===== src/rtl/sata_dbg_pkg.sv =====
`default_nettype none
// ============================================================================
//  Module   : sata_dbg_pkg
//  Purpose  : Shared constants and types for the SATA ILA trigger controller:
//             register map, CTRL/CFG field offsets, sequencer state encoding.
//  Revision : 1.0 - initial release
// ============================================================================
package sata_dbg_pkg;

    // Width of one compare lane inside a probe group
    localparam int C_LANE_W = 32;

    // Register word addresses
    localparam logic [3:0] C_ADDR_CTRL     = 4'd0;
    localparam logic [3:0] C_ADDR_STATUS   = 4'd1;
    localparam logic [3:0] C_ADDR_S1_MATCH = 4'd2;
    localparam logic [3:0] C_ADDR_S1_MASK  = 4'd3;
    localparam logic [3:0] C_ADDR_S1_CFG   = 4'd4;
    localparam logic [3:0] C_ADDR_S2_MATCH = 4'd5;
    localparam logic [3:0] C_ADDR_S2_MASK  = 4'd6;
    localparam logic [3:0] C_ADDR_S2_CFG   = 4'd7;

    // CTRL field offsets
    localparam int C_CTRL_ARM   = 0;
    localparam int C_CTRL_GRP   = 1;
    localparam int C_CTRL_REARM = 3;
    localparam int C_CTRL_S2_EN = 4;
    localparam int C_CTRL_W     = 5;

    // Stage CFG field offsets
    localparam int C_CFG_LANE_LSB  = 0;
    localparam int C_CFG_LANE_W    = 2;
    localparam int C_CFG_COUNT_LSB = 16;

    // Sequencer states; the encoding is visible in STATUS[2:0]
    typedef enum logic [2:0] {
        ST_IDLE = 3'd0,
        ST_S1   = 3'd1,
        ST_S2   = 3'd2,
        ST_HIT  = 3'd3,
        ST_DONE = 3'd4
    } state_e;

endpackage
`default_nettype wire


===== src/rtl/sata_dbg_stage_cmp.sv =====
`default_nettype none
// ============================================================================
//  Module   : sata_dbg_stage_cmp
//  Purpose  : One trigger stage: picks a 32-bit lane of the selected probe
//             word, does a masked compare and counts qualifying matches until
//             the configured occurrence count is reached.
//  Revision : 1.0 - initial release
// ============================================================================
module sata_dbg_stage_cmp
    import sata_dbg_pkg::*;
#(
    parameter int C_DW    = 128,
    parameter int C_CNT_W = 16
) (
    input  logic                    clk_i,
    input  logic                    rst_i,
    input  logic [C_DW-1:0]         data_i,
    input  logic [C_LANE_W-1:0]     match_i,
    input  logic [C_LANE_W-1:0]     mask_i,
    input  logic [C_CFG_LANE_W-1:0] lane_i,
    input  logic [C_CNT_W-1:0]      count_i,
    input  logic                    en_i,
    input  logic                    clr_i,
    output logic                    done_o
);

    localparam logic [C_CNT_W:0] C_ONE_X = (C_CNT_W+1)'(1);

    logic [C_LANE_W-1:0] w_lane_word;
    logic                w_match;
    logic [C_CNT_W-1:0]  w_target;
    logic [C_CNT_W:0]    w_cnt_inc;
    logic [C_CNT_W-1:0]  cnt_q;
    logic [C_CNT_W-1:0]  cnt_d;

    // Lane pick, masked compare, completion test and counter next-state.
    // Completion uses ">=" so that lowering the count while armed completes
    // on the next match instead of letting the counter run away.
    always_comb begin
        w_lane_word = data_i[int'(lane_i)*C_LANE_W +: C_LANE_W];
        w_match     = en_i && (((w_lane_word ^ match_i) & mask_i) == '0);
        w_target    = (count_i == '0) ? C_CNT_W'(1) : count_i;
        w_cnt_inc   = {1'b0, cnt_q} + C_ONE_X;
        done_o      = w_match && (w_cnt_inc >= {1'b0, w_target});
        cnt_d       = cnt_q;
        if (clr_i || done_o) begin
            cnt_d = '0;
        end else if (w_match) begin
            cnt_d = w_cnt_inc[C_CNT_W-1:0];
        end
    end

    // Occurrence counter
    always_ff @(posedge clk_i or posedge rst_i) begin
        if (rst_i) begin
            cnt_q <= '0;
        end else begin
            cnt_q <= cnt_d;
        end
    end

endmodule
`default_nettype wire


===== src/rtl/sata_dbg_trig_ctrl.sv =====
`default_nettype none
// ============================================================================
//  Module   : sata_dbg_trig_ctrl
//  Purpose  : Probe-group mux onto the ILA TRIG0 bus plus a two-stage masked
//             match trigger sequencer, host register port and status counters.
//  Revision : 1.0 - initial release
// ============================================================================
module sata_dbg_trig_ctrl
    import sata_dbg_pkg::*;
#(
    parameter int C_NUM_GRP = 4,
    parameter int C_DW      = 128,
    parameter int C_CNT_W   = 16
) (
    input  logic                      CLK,
    input  logic                      RST,
    input  logic [C_NUM_GRP*C_DW-1:0] Grp_data,
    input  logic [C_NUM_GRP-1:0]      Grp_valid,
    input  logic                      Cfg_wr,
    input  logic                      Cfg_rd,
    input  logic [3:0]                Cfg_addr,
    input  logic [31:0]               Cfg_wdata,
    output logic [31:0]               Cfg_rdata,
    output logic [C_DW-1:0]           Ila_trig,
    input  logic                      Ila_trig_out,
    output logic                      Trig_hit,
    output logic                      Armed
);

    logic [C_CTRL_W-1:0] ctrl_q;
    logic [31:0]         s1_match_q, s1_mask_q, s1_cfg_q;
    logic [31:0]         s2_match_q, s2_mask_q, s2_cfg_q;
    state_e              state_q, state_d;
    logic                hit_q, hit_d;
    logic [C_DW-1:0]     ila_q, ila_d;
    logic [7:0]          hit_cnt_q, hit_cnt_d;
    logic [7:0]          ila_cnt_q, ila_cnt_d;
    logic                ila_prev_q;
    logic [31:0]         rdata_q, rdata_d;

    logic [1:0]          w_grp;
    logic [C_DW-1:0]     w_sel_data;
    logic                w_sel_valid;
    logic                w_ctrl_wr, w_stat_wr;
    logic                w_s1_en, w_s1_clr, w_s1_done;
    logic                w_s2_en, w_s2_clr, w_s2_done;
    logic [31:0]         w_rdata;

    // Group mux; an out-of-range grp falls back to group 0
    always_comb begin
        w_grp       = ctrl_q[C_CTRL_GRP +: 2];
        w_sel_data  = Grp_data[C_DW-1:0];
        w_sel_valid = Grp_valid[0];
        for (int g = 1; g < C_NUM_GRP; g++) begin
            if (int'(w_grp) == g) begin
                w_sel_data  = Grp_data[g*C_DW +: C_DW];
                w_sel_valid = Grp_valid[g];
            end
        end
    end

    // Stage qualification: a CTRL write restarts everything and discards a
    // coincident match; a stage counter is held clear outside its own state.
    always_comb begin
        w_ctrl_wr = Cfg_wr && (Cfg_addr == C_ADDR_CTRL);
        w_stat_wr = Cfg_wr && (Cfg_addr == C_ADDR_STATUS);
        w_s1_en   = (state_q == ST_S1) && w_sel_valid && !w_ctrl_wr;
        w_s2_en   = (state_q == ST_S2) && w_sel_valid && !w_ctrl_wr;
        w_s1_clr  = w_ctrl_wr || (state_q != ST_S1);
        w_s2_clr  = w_ctrl_wr || (state_q != ST_S2);
    end

    sata_dbg_stage_cmp #(.C_DW(C_DW), .C_CNT_W(C_CNT_W)) u_stage1 (
        .clk_i   (CLK),
        .rst_i   (RST),
        .data_i  (w_sel_data),
        .match_i (s1_match_q),
        .mask_i  (s1_mask_q),
        .lane_i  (s1_cfg_q[C_CFG_LANE_LSB +: C_CFG_LANE_W]),
        .count_i (s1_cfg_q[C_CFG_COUNT_LSB +: C_CNT_W]),
        .en_i    (w_s1_en),
        .clr_i   (w_s1_clr),
        .done_o  (w_s1_done)
    );

    sata_dbg_stage_cmp #(.C_DW(C_DW), .C_CNT_W(C_CNT_W)) u_stage2 (
        .clk_i   (CLK),
        .rst_i   (RST),
        .data_i  (w_sel_data),
        .match_i (s2_match_q),
        .mask_i  (s2_mask_q),
        .lane_i  (s2_cfg_q[C_CFG_LANE_LSB +: C_CFG_LANE_W]),
        .count_i (s2_cfg_q[C_CFG_COUNT_LSB +: C_CNT_W]),
        .en_i    (w_s2_en),
        .clr_i   (w_s2_clr),
        .done_o  (w_s2_done)
    );

    // Sequencer next state; hit_d flags completion of the final stage
    always_comb begin
        state_d = state_q;
        hit_d   = 1'b0;
        if (w_ctrl_wr) begin
            state_d = Cfg_wdata[C_CTRL_ARM] ? ST_S1 : ST_IDLE;
        end else begin
            case (state_q)
                ST_S1: begin
                    if (w_s1_done) begin
                        if (ctrl_q[C_CTRL_S2_EN]) begin
                            state_d = ST_S2;
                        end else begin
                            state_d = ST_HIT;
                            hit_d   = 1'b1;
                        end
                    end
                end
                ST_S2: begin
                    if (w_s2_done) begin
                        state_d = ST_HIT;
                        hit_d   = 1'b1;
                    end
                end
                ST_HIT:  state_d = ctrl_q[C_CTRL_REARM] ? ST_S1 : ST_DONE;
                default: state_d = state_q;
            endcase
        end
    end

    // Trigger word, saturating status counters and read mux
    always_comb begin
        ila_d = {hit_d, w_sel_valid, w_sel_data[C_DW-3:0]};

        hit_cnt_d = hit_cnt_q;
        ila_cnt_d = ila_cnt_q;
        if (w_stat_wr) begin
            hit_cnt_d = '0;
            ila_cnt_d = '0;
        end else begin
            if (hit_d && (hit_cnt_q != 8'hFF)) begin
                hit_cnt_d = hit_cnt_q + 8'd1;
            end
            if (Ila_trig_out && !ila_prev_q && (ila_cnt_q != 8'hFF)) begin
                ila_cnt_d = ila_cnt_q + 8'd1;
            end
        end

        case (Cfg_addr)
            C_ADDR_CTRL:     w_rdata = 32'(ctrl_q);
            C_ADDR_STATUS:   w_rdata = {8'h00, ila_cnt_q, hit_cnt_q, 5'h00, state_q};
            C_ADDR_S1_MATCH: w_rdata = s1_match_q;
            C_ADDR_S1_MASK:  w_rdata = s1_mask_q;
            C_ADDR_S1_CFG:   w_rdata = s1_cfg_q;
            C_ADDR_S2_MATCH: w_rdata = s2_match_q;
            C_ADDR_S2_MASK:  w_rdata = s2_mask_q;
            C_ADDR_S2_CFG:   w_rdata = s2_cfg_q;
            default:         w_rdata = '0;
        endcase
        rdata_d = Cfg_rd ? w_rdata : rdata_q;
    end

    // Host register writes
    always_ff @(posedge CLK or posedge RST) begin
        if (RST) begin
            ctrl_q     <= '0;
            s1_match_q <= '0;
            s1_mask_q  <= '0;
            s1_cfg_q   <= '0;
            s2_match_q <= '0;
            s2_mask_q  <= '0;
            s2_cfg_q   <= '0;
        end else if (Cfg_wr) begin
            case (Cfg_addr)
                C_ADDR_CTRL:     ctrl_q     <= Cfg_wdata[C_CTRL_W-1:0];
                C_ADDR_S1_MATCH: s1_match_q <= Cfg_wdata;
                C_ADDR_S1_MASK:  s1_mask_q  <= Cfg_wdata;
                C_ADDR_S1_CFG:   s1_cfg_q   <= Cfg_wdata;
                C_ADDR_S2_MATCH: s2_match_q <= Cfg_wdata;
                C_ADDR_S2_MASK:  s2_mask_q  <= Cfg_wdata;
                C_ADDR_S2_CFG:   s2_cfg_q   <= Cfg_wdata;
                default:         ;
            endcase
        end
    end

    // Sequencer state, datapath and status registers
    always_ff @(posedge CLK or posedge RST) begin
        if (RST) begin
            state_q    <= ST_IDLE;
            hit_q      <= 1'b0;
            ila_q      <= '0;
            hit_cnt_q  <= '0;
            ila_cnt_q  <= '0;
            ila_prev_q <= 1'b0;
            rdata_q    <= '0;
        end else begin
            state_q    <= state_d;
            hit_q      <= hit_d;
            ila_q      <= ila_d;
            hit_cnt_q  <= hit_cnt_d;
            ila_cnt_q  <= ila_cnt_d;
            ila_prev_q <= Ila_trig_out;
            rdata_q    <= rdata_d;
        end
    end

    assign Ila_trig  = ila_q;
    assign Trig_hit  = hit_q;
    assign Cfg_rdata = rdata_q;
    assign Armed     = (state_q == ST_S1) || (state_q == ST_S2);

endmodule
`default_nettype wire


===== config.mk =====
export PLATFORM = sky130hd
export DESIGN_NAME = sata_dbg_trig_ctrl
export DESIGN_NICKNAME = d
export VERILOG_FILES = /design/src/rtl/sata_dbg_pkg.sv /design/src/rtl/sata_dbg_stage_cmp.sv /design/src/rtl/sata_dbg_trig_ctrl.sv
export SDC_FILE = /design/constraint.sdc
export NUM_CORES = 1
export LEC_CHECK = 0
export BUFFER_PORTS_ARGS = -buffer_cell sky130_fd_sc_hd__buf_2
export CORE_AREA = 4 4 275 277
export CTS_BUF_LIST = sky130_fd_sc_hd__clkbuf_8
export DETAILED_ROUTE_END_ITERATION = 16
export DIE_AREA = 0 0 279 281
export PLACE_DENSITY = 0.63
export RECOVER_POWER = 100
export SLEW_MARGIN = 20
export SYNTH_ARGS = -nofsm -noshare
export SYNTH_HDL_FRONTEND = slang
export SYNTH_HIERARCHICAL = 1
export SYNTH_SLANG_ARGS = --single-unit

===== constraint.sdc =====
create_clock -name CLK -period 15.68 [get_ports CLK]
set_input_delay 2.352 -clock CLK [delete_from_list [all_inputs] [get_ports CLK]]
set_output_delay 2.352 -clock CLK [all_outputs]
set_load 0.03 [all_outputs]

# == After elaboration in Yosys (flattened, before gate mapping) ==
# Index checks and enable logic that the tools add are counted.
# totals
ff_bits,410
inputBits,557
output_inout_bits,162
elab_cells,114
# op_classes
add_sub_neg,4
magnitude_cmp,2
eq_ne,19
shifts,2
n_mux,29
bitwise,4
n_reduce_logical,38
# ops
op,n
128-bit 2-to-1 mux,3
32-bit case mux with 8 select lines,1
128-bit by 8-bit variable part select with 32-bit output,2
16-bit 2-to-1 mux,6
32-bit AND,2
32-bit logical NOT,2
32-bit bitwise XOR,2
16-bit by 1-bit adder with 17-bit output (second input constant),2
17-bit by 16-bit greater-or-equal comparator with 1-bit output,2
16-bit logical NOT,2
8-bit 2-to-1 mux,4
8-bit by 1-bit adder with 8-bit output (second input constant),2
4-bit by 3-bit == test with 1-bit output (second input constant),4
8-bit != test (second input constant),2
2-bit AND reduction,7
1-bit logical AND,13
3-bit 2-to-1 mux,4
1-bit 2-to-1 mux,9
3-bit by 2-bit != test with 1-bit output (second input constant),3
3-bit case mux with 3 select lines,1
4-bit by 2-bit == test with 1-bit output (second input constant),2
2-bit nonzero test,4
3-bit by 2-bit == test with 1-bit output (second input constant),2
1-bit logical OR,5
other kinds (10),12

# == Longest topological paths before layout ==
# logic_depth
depth_word,16
mapped_depth,22
mapped_depth_nobuf,20

# == Modules after synthesis ==
# The synthesis kept the hierarchy.
# by_module_without_submodules
mod,instances,cells_each,area_each_um2,seq_area_each_um2
sata_dbg_trig_ctrl,1,1162,17553.1,9434.0
sata_dbg_stage_cmp at u_stage2,1,436,3601.0,400.4
sata_dbg_stage_cmp at u_stage1,1,385,3331.9,400.4

# == Worst setup path after synthesis ==
# Ideal clock, no wire load.
# synth_path
path_type,in2reg
startpoint,in Grp_data[506]
endpoint,reg hit_cnt_q[5]
setup_ns,0.079
t_arrival_ns,5.679
required_time_ns,15.601
path_slack_ns,9.922
path_stages,12
path_buffers,1
cell_sequence,mux4_2 > mux4_2 > xor2_1 > and2_1 > or4_1 > nor3_1 > and4b_1 > nor4bb_1 > o221ai_2 > buf_2 > nor4_1 > mux2i_1
# synth_via
elab_chain_cells,12
word_cells_on_any_way,19
cone_classes,shift (2); mux (5); bitwise (4); reduce/logical (8)
# synth_lines
item,line,source
"start, declared",sata_dbg_trig_ctrl.sv:17,"input logic [C_NUM_GRP*C_DW-1:0] Grp_data,"
128-bit 2-to-1 mux,sata_dbg_trig_ctrl.sv:55,if (int'(w_grp) == g) begin
128-bit by 8-bit variable part select with 32-bit output,sata_dbg_stage_cmp.sv:40,w_lane_word = data_i[int'(lane_i)*C_LANE_W +: C_LANE_W];
32-bit bitwise XOR,sata_dbg_stage_cmp.sv:41,w_match = en_i && (((w_lane_word ^ match_i) & mask_i) == '0);
32-bit AND,sata_dbg_stage_cmp.sv:41,
32-bit logical NOT,sata_dbg_stage_cmp.sv:41,
1-bit logical AND,sata_dbg_stage_cmp.sv:41,
1-bit logical AND,sata_dbg_stage_cmp.sv:44,"done_o = w_match && (w_cnt_inc >= {1'b0, w_target});"
via w_s1_done,sata_dbg_trig_ctrl.sv:45,"logic w_s1_en, w_s1_clr, w_s1_done;"
1-bit 2-to-1 mux,sata_dbg_trig_ctrl.sv:108,if (w_s1_done) begin
1-bit case mux with 2 select lines,sata_dbg_trig_ctrl.sv:106,case (state_q)
1-bit 2-to-1 mux,sata_dbg_trig_ctrl.sv:103,if (w_ctrl_wr) begin
1-bit logical AND,sata_dbg_trig_ctrl.sv:139,if (hit_d && (hit_cnt_q != 8'hFF)) begin
2-bit nonzero test (no line),-,
"end signal, assigned",sata_dbg_trig_ctrl.sv:199,hit_cnt_q <= hit_cnt_d;
"end, declared",sata_dbg_trig_ctrl.sv:36,"logic [7:0] hit_cnt_q, hit_cnt_d;"
# The timed path passes the listed nets, and every way through them passes these cells.
# A chain may end at the register's enable or synchronous reset.

# == Worst setup path in the final report ==
# layout_path
startpoint,reg ctrl_q[1]
endpoint,reg hit_cnt_q[6]
# layout_via
elab_chain_cells,15
word_cells_on_any_way,31
cone_classes,eq/ne (3); shift (2); mux (10); bitwise (4); reduce/logical (12)
# layout_lines
item,line,source
"start, declared",sata_dbg_trig_ctrl.sv:30,logic [C_CTRL_W-1:0] ctrl_q;
"start signal, assigned",sata_dbg_trig_ctrl.sv:173,C_ADDR_CTRL: ctrl_q <= Cfg_wdata[C_CTRL_W-1:0];
2-bit == test,sata_dbg_trig_ctrl.sv:55,
128-bit 2-to-1 mux (2 in series),sata_dbg_trig_ctrl.sv:55,
128-bit 2-to-1 mux (*),sata_dbg_trig_ctrl.sv:55,
via w_sel_data[98],sata_dbg_trig_ctrl.sv:42,logic [C_DW-1:0] w_sel_data;
128-bit by 8-bit variable part select with 32-bit output (*),sata_dbg_stage_cmp.sv:40,
32-bit bitwise XOR (*),sata_dbg_stage_cmp.sv:41,
32-bit AND (*),sata_dbg_stage_cmp.sv:41,
32-bit logical NOT (*),sata_dbg_stage_cmp.sv:41,
1-bit logical AND (*),sata_dbg_stage_cmp.sv:41,
1-bit logical AND (*),sata_dbg_stage_cmp.sv:44,
via w_s1_done,sata_dbg_trig_ctrl.sv:45,
1-bit 2-to-1 mux (*),sata_dbg_trig_ctrl.sv:108,
1-bit case mux with 2 select lines (*),sata_dbg_trig_ctrl.sv:106,
1-bit 2-to-1 mux (*),sata_dbg_trig_ctrl.sv:103,
1-bit logical AND (*),sata_dbg_trig_ctrl.sv:139,
2-bit nonzero test (no line) (*),-,
# Mark *: on every way through the listed nets, which the timed path passes. The rest lies on a longest branch.

==> results.json <==
{
  "utilization": 0.413,
  "synthArstFlopShare": 1.00,
  "core_um2": 72800,
  "drv_cap": 16,
  "postRouteAntennaNets": 0,
  "dr.pass1.iters": 6,
  "yosysTopAreaCellShare": 0.418,
  "cts_setup_buffers": 0,
  "vias": 22100,
  "via_per_inst": 5.94,
  "io_buffers": 718,
  "post_cts_resized": 0,
  "cp-end-kind": "register",
  "cts_made_buffers": 75,
  "clockBufferDepth": 3,
  "gp_congestion": 0.975,
  "fin_nets": 3262,
  "grt_remaining_overflow": 0,
  "avgSynthCellArea_um2": 12.3,
  "fin_crit_sh": 0.612,
  "synthesis.nets": 2576,
  "syn_inst": 1983,
  "cts_max_level": 3,
  "ys.flop_type": "dfrtp_1",
  "setup_viol": 0,
  "vdd.ir_drop.worst_uv": 96.0,
  "dp_hpwl_um": 110000,
  "finalWirelength_um": 137000,
  "arrival_ps": 10170,
  "min_path_type": "register to register",
  "grt_use_total": 0.338,
  "timing.fmax_ghz": 0.104,
  "insertion_delay_ps": 680,
  "pin_count": 719,
  "cp_max_fo": 51,
  "post-synth-top-area-cell": "dfrtp_1",
  "ys_ff_latch": 409,
  "nFillCells": 7173,
  "grt_first_pass_wirelength_um": 182000,
  "post_synth_num_cell_types": 90,
  "critPathKind": "register to register",
  "grt_pass1_vias": 21400,
  "post_route_cells_drive_above_1_share": 0.385,
  "initial_utilization": 0.336,
  "fin_hold_ws_ps": 486,
  "report.final.slew_viol_count": 681,
  "die_area_um2": 78400,
  "fin_skew_ps": 32.8,
  "finalHoldViolCount": 0,
  "violations": "max-capacitance violations, max-slew violations",
  "fp-row-count": 99,
  "area_growth_pct": 22.9,
  "synth_warnings": 6,
  "seq_area_frac_synth": 0.418,
  "syn_area_um2": 24500,
  "status": "complete, but fails checks",
  "antenna_found_initial": 76,
  "worstMarginPinSlew_ps": 4810,
  "total_leakage_power_nw": 13.3,
  "hold_buffers": 0,
  "tns_ps": 0,
  "numClockSinks": 409,
  "synth_area_leaders": "dfrtp_1 42%, mux4_2 13%, mux2_2 10%, mux2i_1 5.8%, xnor2_1 2.3%",
  "grt_max_degree": 142,
  "p_per_area_nw_per_um2": 143,
  "cp.required_ps": 16260,
  "startpoint_type": "register",
  "cts_tree": "yes",
  "synth-edff-count": 0,
  "routedWlPerCell_um": 36.8,
  "rsz0062_at_grt": "false",
  "drcViolationCount": 0,
  "rrSetupSlack_ps": 6090,
  "slew_headroom": -2.23,
  "clockRootBuffer": "clkbuf_8",
  "die_w_um": 279,
  "die_h_um": 281,
  "drt_iter0_drc": 2395,
  "fin_crit_ps": 9590,
  "clkSlewWorstSetupHoldPaths_ps": 70
}
## routing by layer
| metal | part of all wire | track usage | wire length (um) |
|---|---|---|---|
| met2 | 0.46 | 0.539 | 62700 |
| met4 | 0.072 | 0.207 | 9840 |
| met3 | 0.12 | 0.121 | 16000 |
| met5 | 0.0022 | 0 | 298 |
| met1 | 0.35 | 0.391 | 47900 |
## placed cells by master (no fill, tap or decap), types with 35 or more instances in the layout
master,count
buf_2,533
dfrtp_1,405
mux2_2,219
clkbuf_1,194
mux4_2,145
mux2i_1,142
nand2_1,99
inv_1,96
clkbuf_8,93
xnor2_1,63
a22oi_1,61
nand3_1,59
xor2_1,38
ha_1,36
nor2_1,35
o21ai_0,35
## flip-flops by register name (all words and copies together), names as in the netlist
name            flops
Cfg_rdata          32
u_stage2/cnt_q     16
ila_prev_q          1
s2_match_q         32
ctrl_q              5
state_q             3
s2_mask_q          32
ila_cnt_q           8
hit_cnt_q           8
u_stage1/cnt_q     16
s1_cfg_q           32
s1_match_q         32
Trig_hit            1
s2_cfg_q           32
Ila_trig          127
s1_mask_q          32
## per-stage QoR
| stage | worst slack [ps] | instances | power [mW] | area, um2 |
|---|---|---|---|---|
| 4_1_cts | 9570 | 3685 | 4.28 | 30400 |
| 6_report | 6090 | 3719 | 4.29 | 30100 |
| 2_1_floorplan | 2860 | 1983 | 2.50 | 24500 |
| 3_3_place_gp | 9230 | 3551 | 3.19 | 28800 |
| 5_1_grt | 5020 | 3704 | 4.42 | 30000 |
| 3_5_place_dp | 9250 | 3551 | 3.20 | 28800 |
## worst max-delay path, stage by stage (launching register included)
cell	delay (ps)
dfrtp_1	1910
clkbuf_1	3090
mux4_2	840
mux4_2	550
xor2_1	160
and2_0	200
or4_1	530
nor3_1	170
and4b_1	310
nor4bb_1	330
o221ai_1	480
or4_1	660
a21oi_1	160
## worst paths after layout
path / depth (start not counted) / to / startpoint
min: 2 / ctrl_q[0] / ctrl_q[0]
max: 12 / hit_cnt_q[6] / ctrl_q[1]
max in group asynchronous: 4 / s2_cfg_q[1] / RST
min in group asynchronous: 2 / u_stage1/cnt_q[9] / RST
max reg2reg: 12 / hit_cnt_q[6] / ctrl_q[1]
min reg2reg: 2 / ctrl_q[0] / ctrl_q[0]
## kinds of logic (layout without fill, tap and decap cells)
group	after synthesis	in the layout	share of synthesized area
and+or+nand+nor	432	432	0.105
other	0	34	0
muxes	514	514	0.298
adders and majority gates	36	36	0.0184
buffers and inverters	209	952	0.0400
xor gates and xnor gates	101	101	0.0361
DFF	409	409	0.418
AOI/OAI and AO/OA	282	282	0.0853
## final cells by class
class	instances	area [um2]	share of cell area
inverter	77	290	0.00965
tap	959	1200	0.0399
sequential	409	10200	0.341
multi-input combinational	1365	13200	0.439
timing repair buffer	741	3510	0.117
clock inverter	41	259	0.00861
clock buffer	93	1280	0.0425
antenna	34	85.1	0.00283
## cell usage after synthesis (13+ instances only)
cell type	number
a21oi_1	34
a22oi_1	61
and2_1	13
and3_1	20
and3b_1	17
buf_2	58
clkbuf_1	49
dfrtp_1	409
ha_1	36
inv_1	75
mux2_2	219
mux2i_1	142
mux4_2	145
nand2_1	99
nand2b_1	18
nand3_1	59
nand3b_1	29
nand4_1	19
nor2_1	35
nor2b_1	14
nor4_1	20
o21ai_0	28
o31ai_1	20
or3_1	13
xnor2_1	63
xor2_1	38
## report_power, final
part           switching (mW)  internal (mW)  leakage (nW)
combinational            1.04          0.630          7.39
sequential              0.267           1.27          5.05
clock                   0.495          0.585         0.888
No activity file was read; power rests on OpenSTA's default activity.
